<file path="src/rtl/pwm_multi_pkg.sv">
// Shared constants and types for the multi-channel PWM: default sizes,
// the counting-mode enum and a default-width count type.
package pwm_multi_pkg;

    localparam int PWM_WIDTH    = 8;
    localparam int PWM_CHANNELS = 4;

    typedef enum logic {
        PWM_EDGE   = 1'b0,
        PWM_CENTER = 1'b1
    } pwm_mode_e;

    typedef logic [PWM_WIDTH-1:0] pwm_count_t;

endpackage

</file>
<file path="src/rtl/pwm_cmp_channel.sv">
// One PWM compare channel: a shadow duty register loaded on the period
// reload strobe, compared against the shared counter.
module pwm_cmp_channel
    import pwm_multi_pkg::*;
#(
    parameter int WIDTH = PWM_WIDTH
) (
    input  logic             clock,
    input  logic             reset,
    input  logic             reload,
    input  logic [WIDTH-1:0] duty,
    input  logic [WIDTH-1:0] count,
    input  logic             en,
    output logic             out
);

    logic [WIDTH-1:0] duty_q;

    always_ff @(posedge clock or posedge reset) begin
        if (reset) begin
            duty_q <= '0;
        end else if (reload) begin
            duty_q <= duty;
        end
    end

    // Count 0 means idle; duty at or above the period keeps the output high.
    assign out = en && (count != '0) && (count <= duty_q);

endmodule

</file>
<file path="src/rtl/pwm_multi.sv">
// Multi-channel PWM with one shared period counter, shadowed period/duty/mode
// and optional center-aligned counting. Optional macro PWM_MULTI_PERIOD_IRQ_EN
// adds the io_periodEnd strobe.
module pwm_multi
    import pwm_multi_pkg::*;
#(
    parameter int WIDTH    = PWM_WIDTH,
    parameter int CHANNELS = PWM_CHANNELS
) (
    input  logic                      clock,
    input  logic                      reset,
    input  logic                      io_en,
    input  logic [WIDTH-1:0]          io_periodCounter,
    input  logic [CHANNELS*WIDTH-1:0] io_dutyCicle,
    input  logic                      io_center,
    output logic [CHANNELS-1:0]       io_out,
    output logic [WIDTH-1:0]          io_contador,
    output logic                      io_dir
`ifdef PWM_MULTI_PERIOD_IRQ_EN
    ,
    output logic                      io_periodEnd
`endif
);

    logic [WIDTH-1:0] cnt_q, cnt_d;
    logic [WIDTH-1:0] period_q, period_d;
    pwm_mode_e        mode_q, mode_d;
    logic             dir_q, dir_d;
    logic             center_run;
    logic             end_of_period;
    logic             reload;

    // State register
    always_ff @(posedge clock or posedge reset) begin
        if (reset) begin
            cnt_q    <= '0;
            dir_q    <= 1'b1;
            period_q <= '0;
            mode_q   <= PWM_EDGE;
        end else begin
            cnt_q    <= cnt_d;
            dir_q    <= dir_d;
            period_q <= period_d;
            mode_q   <= mode_d;
        end
    end

    // The down phase stops at 2: the next period's count 1 doubles as the
    // final down step, giving 2P-2 clocks per center-aligned period.
    always_comb begin
        center_run = (mode_q == PWM_CENTER) && (period_q >= WIDTH'(2));
        if (center_run) begin
            end_of_period = (cnt_q == WIDTH'(2)) && (!dir_q || period_q == WIDTH'(2));
        end else begin
            end_of_period = (cnt_q == period_q);
        end
        reload = io_en && ((cnt_q == '0) || end_of_period);
    end

    // Next-state logic
    always_comb begin
        cnt_d    = cnt_q;
        dir_d    = dir_q;
        period_d = period_q;
        mode_d   = mode_q;
        if (!io_en) begin
            cnt_d = '0;
            dir_d = 1'b1;
        end else if (reload) begin
            period_d = io_periodCounter;
            mode_d   = pwm_mode_e'(io_center);
            // A zero period parks the counter at 0 so a reload is retried next cycle.
            cnt_d    = (io_periodCounter == '0) ? '0 : WIDTH'(1);
            dir_d    = 1'b1;
        end else if (center_run && !dir_q) begin
            cnt_d = cnt_q - WIDTH'(1);
        end else if (center_run && (cnt_q == period_q)) begin
            cnt_d = cnt_q - WIDTH'(1);
            dir_d = 1'b0;
        end else begin
            cnt_d = cnt_q + WIDTH'(1);
        end
    end

    // Output logic
    always_comb begin
        io_contador = cnt_q;
        io_dir      = dir_q;
`ifdef PWM_MULTI_PERIOD_IRQ_EN
        io_periodEnd = reload && !reset;
`endif
    end

    for (genvar i = 0; i < CHANNELS; i++) begin : g_ch
        pwm_cmp_channel #(
            .WIDTH(WIDTH)
        ) u_ch (
            .clock (clock),
            .reset (reset),
            .reload(reload),
            .duty  (io_dutyCicle[i*WIDTH +: WIDTH]),
            .count (cnt_q),
            .en    (io_en),
            .out   (io_out[i])
        );
    end

endmodule
</file>
<file path="config.mk">
export PLATFORM = sky130hd
export DESIGN_NAME = pwm_multi
export DESIGN_NICKNAME = d
export VERILOG_FILES = /design/src/rtl/pwm_multi_pkg.sv /design/src/rtl/pwm_cmp_channel.sv /design/src/rtl/pwm_multi.sv
export SDC_FILE = /design/constraint.sdc
export NUM_CORES = 1
export LEC_CHECK = 0
export CAP_MARGIN = 40
export CORE_UTILIZATION = 45
export CTS_BUF_LIST = sky130_fd_sc_hd__clkbuf_8
export DETAILED_ROUTE_END_ITERATION = 16
export PLACE_DENSITY_LB_ADDON = 0.08
export SLEW_MARGIN = 25
export SYNTH_ARGS = -nofsm -noshare
export SYNTH_HDL_FRONTEND = slang
export SYNTH_SLANG_ARGS = --single-unit
export TNS_END_PERCENT = 1
</file>
<file path="constraint.sdc">
create_clock -name clock -period 5.3 [get_ports clock]
set_input_delay 1.06 -clock clock [delete_from_list [all_inputs] [get_ports clock]]
set_output_delay 1.06 -clock clock [all_outputs]
set_load 0.05 [all_outputs]
</file>
==> flow_metrics.env, run 1 <==
export IMPL_grt_pass1_wl_um=11300
export IMPL_crit_path_end_kind="output port"
export IMPL_synth_cells=294
export IMPL_slew_violations=0
export IMPL_grt_overflow=0
export IMPL_cts_setup_buffers=0
export IMPL_crit_path_top_delay_cell="clkdlybuf4s50_1"
export IMPL_routedWlPerCell_um=15.1
export IMPL_fin_area_um2=4060
export IMPL_p_per_area_nw_per_um2=458
export IMPL_n_fill_cell=657
export IMPL_min_from="g_ch[2].u_ch.duty_q[7]"
export IMPL_cts_path_max_buffers=2
export IMPL_path_clk_slew_ps=90
export IMPL_drive_gt1_frac=0.177
export IMPL_seq_area_frac_synth=0.374
export IMPL_crit_fanout=14
export IMPL_die_y_um=88.2
export IMPL_diodes=0
export IMPL_rr_worst_depth=7
export IMPL_reg2reg_slack_ps=1920
export IMPL_clock_sinks=50
export IMPL_die_x_um=88.2
export IMPL_syn_cell_area_um2=3350
export IMPL_vias_per_cell=5.20
export IMPL_peakVddDrop_mv=0.178
export IMPL_yosys_most_used_dff="dfrtp_1"
export IMPL_rows=31
export IMPL_holdPathEnd="g_ch[2].u_ch.duty_q[7]"
export IMPL_fmax_mhz=248
export IMPL_timing_rr_end="g_ch[2].u_ch.duty_q[7]"
export IMPL_p_leak_nw=1.99
export IMPL_slowest_delay_ps=710
export IMPL_ioPinCount=57
export IMPL_async_flop_share=1.00
export IMPL_hold_path_class="reg -> reg"
export IMPL_port_buffers=56
export IMPL_drt_antenna_violating_nets=0
export IMPL_ctsHoldBuffers=0
export IMPL_fin_skew_ps=7.64
export IMPL_worstMarginPinSlew_ps=681
export IMPL_vias=2333
export IMPL_finalNetCount=428
export IMPL_post_cts_resized=0
export IMPL_root_buffer="clkbuf_8"
export IMPL_clock_latency_ps=300
export IMPL_multi_input_comb_area_um2=1830
export IMPL_grt_total_usage=0.192
export IMPL_cts_tree="done"
export IMPL_post_dp_hpwl_um=4980
export IMPL_drv_cap=0
export IMPL_coreArea_um2=7210
export IMPL_die_area_um2=7780
export IMPL_syn_num_nets=373
export IMPL_critPathLaunchType="register"
export IMPL_routabilityCongestion=0.809
export IMPL_power_mw=1.86
export IMPL_drt_total_wl_um=6780
export IMPL_status="finished clean"
export IMPL_min_path_cells=1
export IMPL_drc=0
export IMPL_cp_required_ps=4240
export IMPL_syn_avg_cell_area_um2=11.4
export IMPL_synth_edff_count=0
export IMPL_drt_first_iter_violations=108
export IMPL_antenna_found_initial=0
export IMPL_r2r_start="io_contador[2]"
export IMPL_path_cells="or4_4 -> nor2_4 -> nand2_2 -> o21ai_0 -> buf_2 -> a21oi_1 -> clkdlybuf4s50_1"
export IMPL_grt_max_degree=51
export IMPL_fin_util=0.563
export IMPL_fin_crit_sh=0.762
export IMPL_first_pass_iters=4
export IMPL_crit_arrival_ps=2980
export IMPL_rsz0062_at_grt="no"
export IMPL_timing_hold_violations_final=0
export IMPL_initial_utilization=0.464
export IMPL_seqCellArea_um2=1250
export IMPL_yosysWarnings=0
export IMPL_numCtsBuffers=5
export IMPL_htreeDepth=2
export IMPL_max_slew_margin=0.545
export IMPL_netlist_cell_type_count=40
export IMPL_fin_setup_tns_ps=0
export IMPL_period_needed_ps=4040
export IMPL_placed_area_um2=3920
export IMPL_setup_violations=0
export IMPL_path_class="reg -> out"
export IMPL_syn_to_final_growth_pct=21.4
export IMPL_ys_ff_latch=50
export IMPL_grt_pass1_vias=2278
[critical path, delay by kind of cell (launching register included)]
family	cells	cell delay, ps
simple gates	3	810
flops	1	580
compound gates	2	330
buf+inv	2	950
[state kept, by name (all words and copies together) (netlist names)]
signal            cells
io_dir                1
io_contador           8
mode_q                1
g_ch.u_ch.duty_q     32
period_q              8
[worst max path at each step]
stage / slack [ps] / end / start / cells past startpoint
2_1_floorplan: 2150 / io_out[0] / io_contador[2] / 7
3_3_place_gp: 1130 / io_out[2] / io_en / 4
3_5_place_dp: 1300 / io_out[2] / io_en / 5
4_1_cts: 1260 / io_out[2] / io_contador[2] / 7
5_1_grt: 1110 / io_out[3] / io_contador[2] / 7
6_report: 1260 / io_out[2] / io_contador[2] / 7
[synth_stat cells, types with 2 or more instances]
cell type | n | area, um2
mux2_4 | 40 | 601
buf_6 | 2 | 22.5
or2_2 | 4 | 25.0
nand2_1 | 4 | 15.0
nor3b_1 | 5 | 37.5
ha_1 | 35 | 438
nor2b_1 | 4 | 25.0
inv_1 | 36 | 135
a21o_1 | 8 | 60.1
dfrtp_1 | 49 | 1230
nand3_1 | 6 | 30.0
buf_12 | 4 | 80.1
or4_1 | 2 | 15.0
xor2_1 | 8 | 70.1
o21ai_0 | 14 | 70.1
nor4_1 | 4 | 25.0
nand4_1 | 11 | 68.8
nand2b_1 | 4 | 25.0
a21oi_1 | 18 | 90.1
buf_4 | 4 | 30.0
nor3_1 | 6 | 30.0
nor2_1 | 5 | 18.8
and3_1 | 3 | 18.8
a21boi_1 | 2 | 15.0
[kinds of logic after synthesis]
kind of cell,share of synthesized area
simple gates,0.114
compound gates,0.0946
flops,0.374
buf+inv,0.0800
mux,0.183
fa+ha+maj,0.131
xor+xnor,0.0236
[cell type report]
class                           count  share of cell area
Clock buffer                        6              0.0203
Tap cell                           99              0.0305
Clock inverter                      2              0.0148
Sequential cell                    50               0.308
Timing Repair Buffer               58               0.141
Multi-Input combinational cell    198               0.451
Inverter                           36              0.0339
[per-stage QoR]
stage | setup WS [ps] | hold WS [ps] | cells
finish | 1260 | 508 | 449
global route | 1110 | 530 | 449
CTS | 1260 | 520 | 449
detailed placement | 1300 | 496 | 441
global placement | 1130 | 482 | 440
floorplan | 2150 | 458 | 294
[where the power goes]
| group | switching [mW] | internal, mW |
|---|---|---|
| logic | 0.372 | 0.474 |
| clock network | 0.127 | 0.201 |
| registers | 0.136 | 0.548 |
[cell usage in the layout (no fill, tap or decap), types with 8 or more instances in the layout]
cell type        count
inv_1               35
nand4_1             11
dfrtp_1             49
xor2_1               8
o21ai_0             14
a21o_1               8
ha_1                35
a21oi_1             18
mux2_4              40
clkdlybuf4s50_1     56
[routing by layer]
layer | vias to the layer above | share of wire | track usage | wire, um
met5 | - | 0 | 0 | 0
li1 | 1141 | - | - | -
met1 | 1136 | 0.48 | 0.268 | 3260
met2 | 48 | 0.46 | 0.310 | 3150
met4 | 0 | 0.013 | 0.0484 | 85
met3 | 8 | 0.043 | 0.0336 | 289
(Power assumes the default switching activity.)
==> inputs of run 2 (changes only) <==
==> constraint.sdc (replaced) <==
create_clock -name clock -period 4.12 [get_ports clock]
set_input_delay 0.824 -clock clock [delete_from_list [all_inputs] [get_ports clock]]
set_output_delay 0.824 -clock clock [all_outputs]
set_load 0.05 [all_outputs]
==> flow_metrics.env, run 2 (synthesized netlist as in run 1, its figures left out) <==
export IMPL_status="finished clean"
export IMPL_drt_total_wl_um=6820
export IMPL_cts_tree="done"
export IMPL_peakVddDrop_mv=0.266
export IMPL_post_cts_resized=0
export IMPL_fin_setup_tns_ps=0
export IMPL_cp_required_ps=3300
export IMPL_rr_worst_depth=7
export IMPL_clock_latency_ps=310
export IMPL_routabilityCongestion=0.821
export IMPL_vias=2371
export IMPL_vias_per_cell=5.21
export IMPL_ctsHoldBuffers=0
export IMPL_cts_path_max_buffers=2
export IMPL_drt_first_iter_violations=162
export IMPL_drc=0
export IMPL_numCtsBuffers=5
export IMPL_critPathLaunchType="register"
export IMPL_grt_total_usage=0.196
export IMPL_p_leak_nw=2.01
export IMPL_coreArea_um2=7210
export IMPL_die_x_um=88.2
export IMPL_dpl_cell_count=447
export IMPL_ioPinCount=57
export IMPL_die_area_um2=7780
export IMPL_rsz0062_at_grt="no"
export IMPL_fin_util=0.564
export IMPL_final_cell_mix="clkdlybuf4s50_1, dfrtp_1, mux2_4, inv_1, ha_1"
export IMPL_cts_setup_buffers=0
export IMPL_first_pass_iters=4
export IMPL_path_clk_slew_ps=100
export IMPL_drive_gt1_frac=0.191
export IMPL_crit_fanout=11
export IMPL_drt_antenna_violating_nets=0
export IMPL_diodes=0
export IMPL_worstMarginPinSlew_ps=675
export IMPL_post_dp_hpwl_um=4950
export IMPL_period_needed_ps=3680
export IMPL_antenna_found_initial=0
export IMPL_fin_skew_ps=11.9
export IMPL_path_class="reg -> out"
export IMPL_root_buffer="clkbuf_8"
export IMPL_instances_no_fill=455
export IMPL_grt_pass1_vias=2411
export IMPL_htreeDepth=2
export IMPL_largest_reg_flops=32
export IMPL_routedWlPerCell_um=15.0
export IMPL_initial_utilization=0.464
export IMPL_final_common_cell="clkdlybuf4s50_1"
export IMPL_finalNetCount=434
export IMPL_grt_max_degree=51
export IMPL_min_path_cells=1
export IMPL_grt_overflow=0
export IMPL_hold_slack_ps=490
export IMPL_fin_crit_sh=0.892
export IMPL_drv_cap=0
export IMPL_setup_violations=0
export IMPL_n_fill_cell=661
export IMPL_slew_violations=0
export IMPL_port_buffers=56
export IMPL_clock_sinks=50
export IMPL_rows=31
export IMPL_syn_to_final_growth_pct=21.7
export IMPL_crit_path_end_kind="output port"
export IMPL_fmax_mhz=272
export IMPL_grt_pass1_wl_um=11500
export IMPL_regMostFlops="g_ch.u_ch.duty_q"
export IMPL_hold_path_class="reg -> reg"
export IMPL_p_per_area_nw_per_um2=570
export IMPL_max_slew_margin=0.549
export IMPL_crit_arrival_ps=2850
export IMPL_die_y_um=88.2
export IMPL_timing_hold_violations_final=0
==> run 2: changes by cell type in the layout (fill, tap and decap cells not counted), sizes merged <==
| cell | previous run | this run |
|---|---|---|
| buf | 2 | 8 |
| clkinv | 0 | 2 |
| bufinv | 2 | 1 |
| clkbuf | 6 | 5 |
==> run 2: per-stage QoR <==
step	total power, mW	setup WS, ps	area (um2)
3_5_place_dp	1.99	550	3960
6_report	2.32	444	4070
2_1_floorplan	1.76	1200	3350
3_3_place_gp	1.96	446	3960
5_1_grt	2.51	163	4070
4_1_cts	2.35	397	4070
==> run 2: worst max-delay path, cell delays in order, from the launching register on <==
cell	delay, ps
dfrtp_1	660
ha_1	330
nor2b_1	140
o21ai_0	150
nand2b_1	70
a21oi_1	140
o21ai_0	90
a21oi_1	150
clkdlybuf4s50_1	820
==> run 2: worst paths after layout <==
kind / from / end / slack [ps]
min in group asynchronous: reset / period_q[7] / 950
min reg2reg: g_ch[2].u_ch.duty_q[7] / g_ch[2].u_ch.duty_q[7] / 490
max in group asynchronous: reset / g_ch[3].u_ch.duty_q[0] / 2750
max: io_contador[1] / io_out[0] / 440
min: g_ch[2].u_ch.duty_q[7] / g_ch[2].u_ch.duty_q[7] / 490
max reg2reg: io_contador[6] / g_ch[2].u_ch.duty_q[7] / 1430
==> run 2: report_power, final <==
| group | switching, mW | total (mW) | internal [mW] |
|---|---|---|---|
| clock | 0.171 | 0.350 | 0.179 |
| combinational | 0.488 | 1.11 | 0.617 |
| sequential | 0.162 | 0.867 | 0.704 |
==> run 2: routing by layer <==
| layer | global-route usage | wire length [um] | up-vias | part of all wire |
|---|---|---|---|---|
| met4 | 0.0557 | 76 | 0 | 0.011 |
| li1 | - | - | 1159 | - |
| met3 | 0.0308 | 290 | 7 | 0.042 |
| met1 | 0.268 | 3270 | 1139 | 0.48 |
| met5 | 0 | 0 | - | 0 |
| met2 | 0.322 | 3190 | 66 | 0.47 |
==> run 2: layout make-up <==
class | instances | area [um2] | share of cell area
clock inverter | 3 | 40.0 | 0.00983
tap | 99 | 124 | 0.0304
multi-input combinational | 198 | 1830 | 0.450
sequential | 50 | 1250 | 0.308
timing repair buffer | 64 | 618 | 0.152
inverter | 36 | 138 | 0.0338
clock buffer | 5 | 68.8 | 0.0169
==> inputs of run 3 (changes only) <==
--- a/config.mk
+++ b/config.mk
@@ -6,7 +6,7 @@
 export NUM_CORES = 1
 export LEC_CHECK = 0
 export CAP_MARGIN = 40
-export CORE_UTILIZATION = 45
+export CORE_UTILIZATION = 30
 export CTS_BUF_LIST = sky130_fd_sc_hd__clkbuf_8
 export DETAILED_ROUTE_END_ITERATION = 16
 export PLACE_DENSITY_LB_ADDON = 0.08
==> flow_metrics.env, run 3 (synthesized netlist as in run 1, its figures left out) <==
export IMPL_die_area_um2=11600
export IMPL_diodes=0
export IMPL_coreArea_um2=10800
export IMPL_drive_gt1_frac=0.193
export IMPL_critPathLaunchType="register"
export IMPL_drt_total_wl_um=7770
export IMPL_root_buffer="clkbuf_8"
export IMPL_cts_tree="done"
export IMPL_crit_fanout=11
export IMPL_fmax_mhz=268
export IMPL_port_buffers=56
export IMPL_final_cell_mix="clkdlybuf4s50_1, dfrtp_1, mux2_4, inv_1, ha_1"
export IMPL_grt_overflow=0
export IMPL_htreeDepth=2
export IMPL_grt_pass1_vias=2364
export IMPL_fin_area_um2=4160
export IMPL_power_mw=2.33
export IMPL_fin_setup_tns_ps=0
export IMPL_p_comb_frac=0.473
export IMPL_p_seq_frac=0.374
export IMPL_post_dp_hpwl_um=5640
export IMPL_vias_per_cell=4.68
export IMPL_sw_frac_of_total=0.356
export IMPL_p_per_area_nw_per_um2=561
export IMPL_drt_antenna_violating_nets=0
export IMPL_vias=2331
export IMPL_period_needed_ps=3730
export IMPL_drv_cap=0
export IMPL_internal_power_mw=1.50
export IMPL_slowest_delay_ps=830
export IMPL_peakVddDrop_mv=0.185
export IMPL_die_x_um=108
export IMPL_syn_to_final_growth_pct=24.2
export IMPL_crit_path_end_kind="output port"
export IMPL_path_class="reg -> out"
export IMPL_finalNetCount=436
export IMPL_routabilityCongestion=0.755
export IMPL_clock_sinks=50
export IMPL_drt_first_iter_violations=55
export IMPL_max_slew_margin=0.548
export IMPL_initial_utilization=0.309
export IMPL_cp_required_ps=3300
export IMPL_hold_slack_ps=508
export IMPL_final_common_cell="clkdlybuf4s50_1"
export IMPL_largest_reg_flops=32
export IMPL_crit_path_top_delay_cell="clkdlybuf4s50_1"
export IMPL_status="finished clean"
export IMPL_post_cts_resized=0
export IMPL_p_sw_uw=829
export IMPL_cts_path_max_buffers=2
export IMPL_fin_crit_sh=0.904
export IMPL_regMostFlops="g_ch.u_ch.duty_q"
export IMPL_drc=0
export IMPL_path_cells="ha_1 -> nor2b_1 -> o21ai_0 -> nand2b_1 -> a21oi_1 -> o21ai_0 -> a21oi_1 -> clkdlybuf4s50_1"
export IMPL_placed_area_um2=4050
export IMPL_p_leak_nw=2.03
export IMPL_antenna_found_initial=0
export IMPL_rsz0062_at_grt="no"
export IMPL_grt_max_degree=26
export IMPL_numCtsBuffers=5
export IMPL_rows=38
export IMPL_grt_total_usage=0.146
export IMPL_power_frac_clock=0.153
export IMPL_fin_skew_ps=6.80
export IMPL_timing_hold_violations_final=0
export IMPL_hold_path_class="reg -> reg"
export IMPL_slew_violations=0
export IMPL_routedWlPerCell_um=15.6
export IMPL_setup_violations=0
export IMPL_clock_latency_ps=310
export IMPL_ioPinCount=57
export IMPL_die_y_um=108
export IMPL_ctsHoldBuffers=0
export IMPL_crit_arrival_ps=2900
export IMPL_first_pass_iters=4
export IMPL_cts_setup_buffers=0
export IMPL_grt_pass1_wl_um=12600
export IMPL_worstMarginPinSlew_ps=677
export IMPL_path_clk_slew_ps=100
-- run 3: changes by cell type in the layout (fill, tap and decap cells not counted) --
cell	previous run	this run
inv_4	1	0
buf_16	0	1
clkinvlp_4	0	1
buf_4	7	8
inv_1	35	36
clkinv_2	2	0
inv_2	0	1
-- run 3: cell type report --
| type | instances | area, um2 |
|---|---|---|
| Inverter | 36 | 135 |
| Clock buffer | 5 | 68.8 |
| Multi-Input combinational cell | 198 | 1830 |
| Clock inverter | 3 | 41.3 |
| Tap cell | 140 | 175 |
| Sequential cell | 50 | 1250 |
| Timing Repair Buffer | 66 | 653 |
| Fill cell | 1074 | 6680 |
-- run 3: routing by layer --
metal	track usage	wire length [um]	up-vias
met5	0	0	-
met4	0.0470	86	0
met3	0.0291	314	5
met2	0.221	3460	45
met1	0.207	3920	1116
li1	-	-	1165
-- run 3: final timing paths --
| path | startpoint | end | slack [ps] | cells after the start |
|---|---|---|---|---|
| setup / recovery | io_contador[1] | io_out[3] | 390 | 8 |
| setup reg to reg | io_contador[6] | g_ch[2].u_ch.duty_q[7] | 1270 | 7 |
| min in group asynchronous | reset | g_ch[2].u_ch.duty_q[0] | 850 | 2 |
| hold / removal | g_ch[2].u_ch.duty_q[7] | g_ch[2].u_ch.duty_q[7] | 510 | 1 |
| max in group asynchronous | reset | io_contador[2] | 2700 | 3 |
| hold reg to reg | g_ch[2].u_ch.duty_q[7] | g_ch[2].u_ch.duty_q[7] | 510 | 1 |
-- run 3: stage by stage --
stage / util / cells / setup slack [ps]
floorplan: - / 294 / 1200
global placement: 0.370 / 488 / 361
detailed placement: 0.373 / 490 / 497
CTS: 0.383 / 498 / 345
global route: 0.383 / 498 / 126
finish: 0.383 / 498 / 395
-- run 3: worst max-delay path, delay by kind of cell, from the launching register on --
family          cells  cell delay [ps]
buf+inv             1              830
flops               1              660
compound gates      4              550
fa+ha+maj           1              330
simple gates        2              210
-- run 3: power groups by stage --
stage	registers (mW)	clock network, mW	logic (mW)
floorplan	0.850	0	0.915
global placement	0.881	0	1.10
detailed placement	0.882	0	1.11
CTS	0.875	0.376	1.12
global route	0.902	0.391	1.24
finish	0.871	0.357	1.10
